## src/rtl/pipe_hazard_ctrl.sv

```systemverilog
// Stall/flush controller for the 5-stage pipeline: load-use interlock, branch squash,
// and sequencing of the multi-cycle mul/div unit that sits in X.
module pipe_hazard_ctrl #(
  parameter int unsigned MD_TIMEOUT  = 40,
  parameter int unsigned STALL_CNT_W = 16
) (
  input  logic                   clock,
  input  logic                   ctrl_reset_n,
  input  logic [4:0]             fd_opcode,
  input  logic [4:0]             fd_rs,
  input  logic [4:0]             fd_rt,
  input  logic [4:0]             dx_opcode,
  input  logic [4:0]             dx_alu,
  input  logic [4:0]             dx_rd,
  input  logic                   branch_taken,
  input  logic                   md_ready,
  output logic                   pc_we,
  output logic                   fd_we,
  output logic                   fd_flush,
  output logic                   dx_we,
  output logic                   dx_flush,
  output logic                   xm_bubble,
  output logic                   md_start,
  output logic                   md_busy,
  output logic                   md_timeout,
  output logic [STALL_CNT_W-1:0] stall_count
);

  localparam int unsigned CNT_W = (MD_TIMEOUT > 1) ? $clog2(MD_TIMEOUT) : 1;
  localparam logic [CNT_W-1:0] MD_LAST = CNT_W'(MD_TIMEOUT - 1);

  localparam logic [4:0] OP_RTYPE = 5'b00000;
  localparam logic [4:0] OP_J     = 5'b00001;
  localparam logic [4:0] OP_BNE   = 5'b00010;
  localparam logic [4:0] OP_JAL   = 5'b00011;
  localparam logic [4:0] OP_JR    = 5'b00100;
  localparam logic [4:0] OP_BLT   = 5'b00110;
  localparam logic [4:0] OP_SW    = 5'b00111;
  localparam logic [4:0] OP_LW    = 5'b01000;
  localparam logic [4:0] OP_SETX  = 5'b10101;
  localparam logic [4:0] ALU_MUL  = 5'b00110;
  localparam logic [4:0] ALU_DIV  = 5'b00111;

  typedef enum logic {
    IDLE = 1'b0,
    BUSY = 1'b1
  } state_t;

  typedef struct packed {
    logic is_md;
    logic is_lw;
    logic rs_used;
    logic rt_used;
  } decode_t;

  state_t     state, state_nxt;
  logic [CNT_W-1:0] md_cnt, md_cnt_nxt;
  logic       timeout_hit;
  decode_t    dec;
  logic       load_use;

  always_comb begin
    dec.is_md   = (dx_opcode == OP_RTYPE) && ((dx_alu == ALU_MUL) || (dx_alu == ALU_DIV));
    dec.is_lw   = (dx_opcode == OP_LW);
    dec.rs_used = !((fd_opcode == OP_J) || (fd_opcode == OP_JAL) || (fd_opcode == OP_SETX));
    dec.rt_used = (fd_opcode == OP_RTYPE) || (fd_opcode == OP_BNE) || (fd_opcode == OP_BLT) ||
                  (fd_opcode == OP_SW)    || (fd_opcode == OP_JR);
  end

  // Register 0 is hardwired zero, so a load targeting it can never create a dependency.
  assign load_use = dec.is_lw && (dx_rd != 5'd0) &&
                    ((dec.rs_used && (fd_rs == dx_rd)) || (dec.rt_used && (fd_rt == dx_rd)));

  // NOTE: every signal driven here gets a default first so no path leaves it unassigned
  // (which would infer a latch).
  always_comb begin
    pc_we       = 1'b1;
    fd_we       = 1'b1;
    dx_we       = 1'b1;
    fd_flush    = 1'b0;
    dx_flush    = 1'b0;
    xm_bubble   = 1'b0;
    md_start    = 1'b0;
    md_busy     = 1'b0;
    timeout_hit = 1'b0;
    state_nxt   = state;
    md_cnt_nxt  = md_cnt;

    if (!ctrl_reset_n) begin
      pc_we     = 1'b0;
      fd_we     = 1'b0;
      dx_we     = 1'b0;
      fd_flush  = 1'b1;
      dx_flush  = 1'b1;
      state_nxt = IDLE;
      md_cnt_nxt = '0;
    end else begin
      unique case (state)
        IDLE: begin
          if (branch_taken) begin
            fd_flush = 1'b1;
            dx_flush = 1'b1;
          end else if (dec.is_md) begin
            md_start   = 1'b1;
            pc_we      = 1'b0;
            fd_we      = 1'b0;
            dx_we      = 1'b0;
            xm_bubble  = 1'b1;
            state_nxt  = BUSY;
            md_cnt_nxt = '0;
          end else if (load_use) begin
            pc_we    = 1'b0;
            fd_we    = 1'b0;
            dx_flush = 1'b1;
          end
        end
        BUSY: begin
          md_busy = 1'b1;
          if (md_ready || (md_cnt == MD_LAST)) begin
            // Release: enables stay at their defaults so X/M captures the result.
            timeout_hit = !md_ready;
            state_nxt   = IDLE;
          end else begin
            pc_we      = 1'b0;
            fd_we      = 1'b0;
            dx_we      = 1'b0;
            xm_bubble  = 1'b1;
            md_cnt_nxt = md_cnt + CNT_W'(1);
          end
        end
        default: state_nxt = IDLE;
      endcase
    end
  end

  // NOTE: sequential state uses non-blocking assignments so all registers update
  // together from the values sampled at the edge.
  always_ff @(posedge clock) begin
    if (!ctrl_reset_n) begin
      state       <= IDLE;
      md_cnt      <= '0;
      md_timeout  <= 1'b0;
      stall_count <= '0;
    end else begin
      state  <= state_nxt;
      md_cnt <= md_cnt_nxt;
      if (timeout_hit) begin
        md_timeout <= 1'b1;
      end
      if (!pc_we && (stall_count != '1)) begin
        stall_count <= stall_count + STALL_CNT_W'(1);
      end
    end
  end

  a_start_enters_busy : assert property (@(posedge clock) disable iff (!ctrl_reset_n)
    md_start |=> md_busy);
  a_no_start_in_busy : assert property (@(posedge clock) disable iff (!ctrl_reset_n)
    md_busy |-> !md_start);

endmodule

```

## config.mk

```make
export PLATFORM = sky130hd
export DESIGN_NAME = pipe_hazard_ctrl
export DESIGN_NICKNAME = d
export VERILOG_FILES = /design/src/rtl/pipe_hazard_ctrl.sv
export SDC_FILE = /design/constraint.sdc
export NUM_CORES = 1
export LEC_CHECK = 0
export ABC_AREA = 1
export CAP_MARGIN = 40
export CORE_ASPECT_RATIO = 0.5
export CORE_UTILIZATION = 35
export DETAILED_ROUTE_END_ITERATION = 10
export PLACE_DENSITY = 0.65
export SLEW_MARGIN = 10
export SYNTH_ARGS = -nofsm -noshare
export SYNTH_HDL_FRONTEND = slang
export SYNTH_SLANG_ARGS = --single-unit
```

## constraint.sdc

```tcl
create_clock -name clock -period 5.4 [get_ports clock]
set_input_delay 0.81 -clock clock [delete_from_list [all_inputs] [get_ports clock]]
set_output_delay 0.81 -clock clock [all_outputs]
set_load 0.02 [all_outputs]
```

==> impl_metrics.toml, run 1 <==
[global_routing]
antenna_found_initial = 0
grt_start_max_net_pins = 20
grt_pass1_wl_mm = 6.410
overflow = 0
grt_pass1_vias = 1462
grtUsageTotal_pct = 15.86

[setup_path]
worst-path-max-fanout = 19
crit_path_cell_trace = "clkdlybuf4s50_1, clkinv_1, nor2_4, nand2_4, inv_1, clkdlybuf4s50_1"
slowest_stage = "clkdlybuf4s50_1"
crit_type = "input port to output port"
cp-end-kind = "output port"
path_common_cell = "clkdlybuf4s50_1"
slowest_delay_ns = 0.60
cp.arrival_ns = 3.19
start_kind = "input port"
critPathRequiredTime_ns = 4.59

[clocking]
clkTransAtPathRegs_ns = 0.08
cts_resized = 0
postCtsSetupBuffers = 0
htree_levels = 1
insertion_delay_ns = 0.26
max-clock-path-buffers = 2
cts_tree = "built"
cts_sinks = 24
cts_root_buffer = "clkbuf_8"
numCtsBuffers = 3
ctsHoldBuffers = 0

[yosys]
netlist.area_leader.share_pct = 29.81
ys_warn_count = 0
ys.flop_type = "dfxtp_1"
yosysUniqueCellTypes = 27
ys_ff_latch = 24
syn-cell-area_mm2 = 0.001612
synth.largest_area_cell = "dfxtp_1"
synth_area_leaders = "dfxtp_1, nand2_1, nand3_1"
seq_area_frac_synth_pct = 29.81
syn_area_per_cell_um2 = 6.687
synth_fp_nets = 277
synth_edf_count = 0
yosys-top-cells-count = "nand2_1, nand3_1, nor2_1"
synthCells = 241
synthArstFlopShare_pct = 0
synth_most_common_cell = "nand2_1"

[sta]
clock_skew_ns = 0.006289
drv_slew = 0
finalSetupViolCount = 0
hold_violations = 0
min_period_ns = 4.001
fin_crit_sh_pct = 74.09
max_clock_freq_ghz = 0.2500
relSlewSlack_pct = 57.13
tns_ns = 0
tightestPinTransition_ns = 0.6391
grt_setup_unrepaired = "false"

[power]
ir_drop_uv = 72.01
power_w = 0.0003479
p_sw_w = 0.00008368
netSwitchingFraction_pct = 24.05
pwr_density_cell_mw_per_mm2 = 154.0
intPower_w = 0.0002642
p_comb_share_pct = 18.6
power.leakage_nw = 0.8195
seq_power_share_pct = 51.8
clockPowerShare_pct = 29.6

[layout]
fill_cells = 450
nNetsFinal = 333
multi_input_area_mm2 = 0.001001
num_antenna_cells = 0
final-seq-area_um2 = 480.5
drive_gt1_share_pct = 4.407
fin_area_mm2 = 0.002258
area_growth_pct = 40.14

[detailed_routing]
drc = 3
num_vias = 1673
post_drt_wl_per_cell_um = 11.00
drt_iter0_markers = 50
antenna_left = 0
via_per_inst = 4.753
firstDrtPassIters = 7
wl_mm = 3.872

[flow_run]
drv_cap = 0

[placed_design]
placed_area_mm2 = 0.002217
io_buffers = 57
gp_congestion = 0.8681
dpl.hpwl_mm = 2.980

[floorplanning]
initial_core_util_pct = 36.60
core-area_mm2 = 0.004403
fp.dieH_um = 49.98
io_pins = 59
rows = 17
die_x_um = 97.96
die_area_mm2 = 0.004896

[worst_hold_path]
min_path_type = "flip-flop to flip-flop"

[outcome]
outcome = "complete, but fails checks"
violations = "DRC"
[critical path: cells and delay by family]
family	cells	cell delay, ns
simple gates	2	0.61
buf+inv	4	1.76
[cells in the final DEF (no fill, tap or decap), drive strengths merged]
cell type,n
nand2,59
clkdlybuf4s50,57
nand3,30
nor2,27
inv,24
dfxtp,24
a21oi,23
xnor2,12
xor2,12
nor3,7
nand4,5
o21ai,4
clkbuf,3
ha,2
nand3b,2
clkinv,1
o21a,1
o22ai,1
a32o,1
[stage by stage]
| stage | hold slack (ns) | setup WS [ns] | util [%] | std cells |
|---|---|---|---|---|
| 2_1_floorplan | 0.4386 | 2.571 | - | 241 |
| 3_3_place_gp | 0.4498 | 1.398 | 50.36 | 349 |
| 3_5_place_dp | 0.4568 | 1.378 | 50.36 | 349 |
| 4_1_cts | 0.4713 | 1.379 | 51.29 | 352 |
| 5_1_grt | 0.4838 | 1.218 | 51.29 | 352 |
| 6_report | 0.4677 | 1.399 | 51.29 | 352 |
[final timing paths]
check / start / endpoint / slack, ns / cells past startpoint
min: md_cnt[5] / md_cnt[5] / 0.47 / 2
max: ctrl_reset_n / fd_we / 1.40 / 6
max reg2reg: stall_count[0] / stall_count[6] / 3.21 / 9
min reg2reg: md_cnt[5] / md_cnt[5] / 0.47 / 2
[layer usage]
layer	vias to the layer above	GRT usage [%]	part of all wire (%)
li1	891	-	-
met1	748	20.65	49
met2	32	27.46	47
met3	2	3.262	3.8
met4	0	2.778	0.26
met5	-	0	0
[power groups by stage]
stage | clock network [W] | registers (W) | logic, W
final | 0.000103 | 0.000180 | 0.0000649
after global routing | 0.000117 | 0.000180 | 0.0000711
after CTS | 0.000110 | 0.000180 | 0.0000656
after detailed placement | 0 | 0.000184 | 0.0000653
after global placement | 0 | 0.000184 | 0.0000644
after floorplan | 0 | 0.000185 | 0.0000283
[cells by family after synthesis]
kind of cell	count (synthesis)	share of synthesized area, %
AOI/OAI and AO/OA	30	10.56
xor gates and xnor gates	24	13.04
adders and majority gates	2	1.553
buffers and inverters	31	8.075
DFF	24	29.81
and+or+nand+nor	130	36.96
[cell type report]
type	instances	share of cell area [%]
tap	57	3.158
timing repair buffer	57	25.26
sequential	24	21.27
inverter	25	4.155
clock buffer	3	1.828
multi-input combinational	186	44.32
[state kept, by name (all words and copies together) (netlist names)]
signal       flops
md_cnt           6
md_timeout       1
stall_count     16
state            1
Note: power is estimated with default switching activity, not from simulation.
==> run 2, diff against run 1 <==
--- a/config.mk
+++ b/config.mk
@@ -10,7 +10,7 @@
 export CORE_ASPECT_RATIO = 0.5
 export CORE_UTILIZATION = 35
 export DETAILED_ROUTE_END_ITERATION = 10
-export PLACE_DENSITY = 0.65
+export PLACE_DENSITY = 0.68
 export SLEW_MARGIN = 10
 export SYNTH_ARGS = -nofsm -noshare
 export SYNTH_HDL_FRONTEND = slang
==> constraint.sdc (replaced) <==
create_clock -name clock -period 3.6 [get_ports clock]
set_input_delay 0.54 -clock clock [delete_from_list [all_inputs] [get_ports clock]]
set_output_delay 0.54 -clock clock [all_outputs]
set_load 0.02 [all_outputs]
==> run 2 against run 1 <==
  * The run still ends with DRC left
  * Utilization grew 0.48 points
  * Clock skew shrank 0.0017 ns
  * First-iteration DRC count grew 34%
  * Final cell count grew 0.57%
  * Sequential share of layout area shrank 0.20 points
  * Register-to-register slack lost 1.8 ns
  * Global-route usage grew 0.79 points
  * Sequential cell count is the same
==> impl_metrics.toml, run 2 (same netlist as run 1, synthesis figures left out) <==
[sta]
drv_slew = 0
tns_ns = 0
clock_skew_ns = 0.004544
tightestPinTransition_ns = 0.3815
holdWs_ns = 0.4682
grt_setup_unrepaired = "false"
hold_violations = 0
fin_crit_sh_pct = 84.52
max_clock_freq_ghz = 0.3287
relSlewSlack_pct = 74.54
finalSetupViolCount = 0
min_period_ns = 3.043

[layout]
nNetsFinal = 334
multi_input_area_mm2 = 0.001001
top_regs = "stall_count: 16 flops, md_cnt: 6 flops"
area_growth_pct = 41.46
final-seq-area_um2 = 480.5
fill_cells = 433
largest-register = "stall_count"
final_cell_mix = "clkdlybuf4s50_1, nand2_1, nand3_1"
largest_reg_flops = 16
layout_commonest_cell = "clkdlybuf4s50_1"
num_antenna_cells = 0
drive_gt1_share_pct = 5.051

[floorplanning]
fp.dieH_um = 49.98
io_pins = 59
core-area_mm2 = 0.004403
die_area_mm2 = 0.004896
rows = 17
initial_core_util_pct = 36.60
die_x_um = 97.96

[clocking]
ctsHoldBuffers = 0
numCtsBuffers = 3
cts_root_buffer = "clkbuf_8"
cts_tree = "built"
clkTransAtPathRegs_ns = 0.09
cts_resized = 0
insertion_delay_ns = 0.27
htree_levels = 1
postCtsSetupBuffers = 0
cts_sinks = 24
max-clock-path-buffers = 2

[setup_path]
start_kind = "input port"
crit_type = "input port to output port"
critPathRequiredTime_ns = 3.06
r2r-end = "stall_count[6]"
cp.arrival_ns = 2.50
timing.rr.start = "stall_count[0]"
worst-path-max-fanout = 19
cp-end-kind = "output port"
rrSetupSlack_ns = 1.44
ff2ff_path_depth = 9

[power]
netSwitchingFraction_pct = 24.27
seq_power_share_pct = 48.7
power_w = 0.0005547
intPower_w = 0.0004201
clockPowerShare_pct = 33.6
power.leakage_nw = 0.8315
pwr_density_cell_mw_per_mm2 = 243.3
ir_drop_uv = 99.91
p_sw_w = 0.0001346
p_comb_share_pct = 17.8

[detailed_routing]
drt_iter0_markers = 67
via_per_inst = 4.836
wl_mm = 3.998
drc = 4
firstDrtPassIters = 7
post_drt_wl_per_cell_um = 11.29
antenna_left = 0
num_vias = 1712

[global_routing]
grtUsageTotal_pct = 16.65
grt_pass1_wl_mm = 6.693
antenna_found_initial = 0
overflow = 0
grt_start_max_net_pins = 20
grt_pass1_vias = 1607

[worst_hold_path]
timing.hold.worst_endpoint = "md_timeout"
holdPathStages = 1
worstHoldStart = "md_timeout"
min_path_type = "flip-flop to flip-flop"

[placed_design]
gp_congestion = 0.9624
dpl.hpwl_mm = 3.092
io_buffers = 57

[outcome]
outcome = "complete, but fails checks"
violations = "DRC"

[flow_run]
drv_cap = 0
[run 2: worst max-delay path, cell delays in order]
cell and delay [ns]:
clkdlybuf4s50_1 0.47, inv_1 0.04, nand4_1 0.08, nor2_1 0.05
nand2_1 0.14, nand2_4 0.10, nor2_4 0.19, nand2_4 0.18
inv_1 0.11, clkdlybuf4s50_1 0.60
[run 2: area by class of cell]
class,instances,area share (%)
Clock buffer,4,2.415
Inverter,25,4.116
Sequential cell,24,21.08
Tap cell,57,3.128
Multi-Input combinational cell,186,43.91
Timing Repair Buffer,58,25.36
[run 2: power groups by stage]
stage / clock [W] / sequential [W] / combinational, W
global route: 0.000205 / 0.000271 / 0.000108
global placement: 0 / 0.000276 / 0.0000971
detailed placement: 0 / 0.000276 / 0.0000991
finish: 0.000186 / 0.000270 / 0.0000985
floorplan: 0 / 0.000278 / 0.0000424
CTS: 0.000195 / 0.000270 / 0.0000994
[run 2: worst max path at each step]
stage	slack, ns	to	startpoint
after floorplan	1.24	pc_we	md_cnt[0]
final	0.56	fd_we	dx_opcode[3]
after global placement	0.58	pc_we	dx_opcode[3]
after global routing	0.38	pc_we	dx_rd[3]
after detailed placement	0.54	fd_we	dx_rd[0]
after CTS	0.53	fd_we	dx_rd[0]
[run 2: layer usage]
metal / up-vias / global-route usage [%] / wire [um] / part of all wire [%]
met5: - / 0 / 0 / 0
met4: 0 / 4.798 / 17 / 0.43
met3: 2 / 3.262 / 152 / 3.8
met2: 29 / 31.57 / 2005 / 50
met1: 789 / 19.15 / 1823 / 46
li1: 892 / - / - / -
[run 2: stage by stage]
step | area, um^2 | setup WS [ns] | std cells | utilization (%)
after floorplan | 1612 | 1.236 | 241 | -
after global placement | 2225 | 0.5800 | 350 | 50.53
after detailed placement | 2225 | 0.5352 | 350 | 50.53
after CTS | 2280 | 0.5342 | 354 | 51.78
after global routing | 2280 | 0.3775 | 354 | 51.78
final | 2280 | 0.5574 | 354 | 51.78
==> run 3, diff against run 2 <==
--- a/config.mk
+++ b/config.mk
@@ -10,7 +10,7 @@
 export CORE_ASPECT_RATIO = 0.5
 export CORE_UTILIZATION = 35
 export DETAILED_ROUTE_END_ITERATION = 10
-export PLACE_DENSITY = 0.68
+export PLACE_DENSITY = 0.65
 export SLEW_MARGIN = 10
 export SYNTH_ARGS = -nofsm -noshare
 export SYNTH_HDL_FRONTEND = slang
==> constraint.sdc (replaced) <==
create_clock -name clock -period 3.11 [get_ports clock]
set_input_delay 0.4665 -clock clock [delete_from_list [all_inputs] [get_ports clock]]
set_output_delay 0.4665 -clock clock [all_outputs]
set_load 0.02 [all_outputs]
==> run 3 against run 2 <==
  * The run still ends with DRC left
  * Die area stayed put
  * Sequential power rose by 16%
  * Highest routed layer unchanged
  * Sequential share of layout area barely moved
  * Clock power fell by 2%
  * Largest cell class unchanged
  * Hold slack barely moved
  * Critical path depth is the same
  * Final area barely moved
==> impl_metrics.toml, run 3 (same netlist as run 1, synthesis figures left out) <==
[worst_hold_path]
min_path_type = "flip-flop to flip-flop"
holdPathStages = 2
worstHoldStart = "md_cnt[5]"

[floorplanning]
core-area_mm2 = 0.004403
io_pins = 59
die_x_um = 97.96
rows = 17
die_area_mm2 = 0.004896
fp.dieH_um = 49.98
initial_core_util_pct = 36.60

[detailed_routing]
firstDrtPassIters = 7
wl_mm = 4.078
drc = 3
via_per_inst = 4.755
post_drt_wl_per_cell_um = 11.49
num_vias = 1688
antenna_left = 0
drt_iter0_markers = 25

[setup_path]
cp.arrival_ns = 2.31
worst-path-max-fanout = 6
cp-end-kind = "output port"
crit_path_end = "pc_we"
start_kind = "flip-flop"
ff2ff_path_depth = 9
timing.rr.start = "stall_count[0]"
critPathRequiredTime_ns = 2.64
r2r-end = "stall_count[6]"
rrSetupSlack_ns = 0.92
crit_type = "flip-flop to output port"
critPathLaunch = "md_cnt[0]"

[global_routing]
grt_pass1_wl_mm = 6.817
grt_pass1_vias = 1540
overflow = 0
antenna_found_initial = 0
grt_start_max_net_pins = 19
grtUsageTotal_pct = 16.98

[power]
power.leakage_nw = 0.8340
ir_drop_uv = 242.0
pwr_density_cell_mw_per_mm2 = 267.9

[clocking]
cts_tree = "built"
postCtsSetupBuffers = 0
ctsHoldBuffers = 0
htree_levels = 1
cts_sinks = 24
numCtsBuffers = 3
insertion_delay_ns = 0.26
cts_root_buffer = "clkbuf_8"
clkTransAtPathRegs_ns = 0.08
max-clock-path-buffers = 2
cts_resized = 0

[sta]
tightestPinTransition_ns = 0.4060
grt_setup_unrepaired = "false"
fin_crit_sh_pct = 89.34
max_clock_freq_ghz = 0.3599
clock_skew_ns = 0.002624
hold_violations = 0
finalSetupViolCount = 0
relSlewSlack_pct = 72.90
tns_ns = 0
min_period_ns = 2.779
drv_slew = 0

[placed_design]
placed_area_mm2 = 0.002240
gp_congestion = 0.8229
io_buffers = 57
dpl.hpwl_mm = 3.211

[flow_run]
drv_cap = 0

[layout]
drive_gt1_share_pct = 5.369
area_growth_pct = 41.54
largest_reg_flops = 16
num_antenna_cells = 0
final_cell_mix = "clkdlybuf4s50_1, nand2_1, nand3_1"
layout_commonest_cell = "clkdlybuf4s50_1"
fin_area_mm2 = 0.002281
top_regs = "stall_count: 16 flops, md_cnt: 6 flops"
nNetsFinal = 336
largest-register = "stall_count"
fill_cells = 454

[outcome]
violations = "DRC"
outcome = "complete, but fails checks"
## run 3: cell count changes in the layout (fill, tap and decap cells not counted)
cell	delta
clkbuf_8	-1
buf_4	+2
## run 3: per-layer routing
metal | GRT usage, % | vias to the layer above | part of all wire (%)
li1 | - | 900 | -
met5 | 0 | - | 0
met3 | 2.837 | 2 | 2.9
met2 | 31.10 | 27 | 50
met1 | 20.99 | 759 | 47
met4 | 3.788 | 0 | 0.56
## run 3: worst min-delay path by stage
stage | to | slack, ns
floorplan | md_cnt[5] | 0.44
global placement | md_cnt[5] | 0.45
detailed placement | md_cnt[5] | 0.47
CTS | md_cnt[5] | 0.47
global route | md_cnt[5] | 0.49
finish | md_cnt[5] | 0.47
## run 3: area by class of cell
| type | count | area [um^2] | area share [%] |
|---|---|---|---|
| Timing Repair Buffer | 60 | 593.1 | 26.00 |
| Clock buffer | 3 | 41.29 | 1.810 |
| Sequential cell | 24 | 480.5 | 21.06 |
| Inverter | 25 | 93.84 | 4.114 |
| Multi-Input combinational cell | 186 | 1001 | 43.88 |
| Tap cell | 57 | 71.32 | 3.127 |
## run 3: where the power goes
part,internal (W),switching [W],leakage [nW]
combinational,0.0000656,0.0000508,0.619
sequential,0.000309,0.00000339,0.194
clock,0.0000866,0.0000955,0.0216
## run 3: critical path: stages (launching register included)
cell and delay, ns:
dfxtp_1 0.39, ha_1 0.23, nand2_1 0.07, nor2_1 0.10
nand3_1 0.12, nand3b_2 0.14, nand2_4 0.09, nor2_4 0.19
nand2_4 0.07, inv_1 0.06, clkdlybuf4s50_1 0.59
## run 3: through the flow
stage          hold WS (ns)  setup slack [ns]  power [W]  utilization (%)  cells
2_1_floorplan        0.4386            0.8190  0.0003707                -    241
3_3_place_gp         0.4485            0.3752  0.0004347            50.87    352
3_5_place_dp         0.4663            0.3752  0.0004370            50.87    352
4_1_cts              0.4711            0.3066  0.0006225            51.80    355
5_1_grt              0.4935            0.1987  0.0006459            51.80    355
6_report             0.4687            0.3315  0.0006110            51.80    355
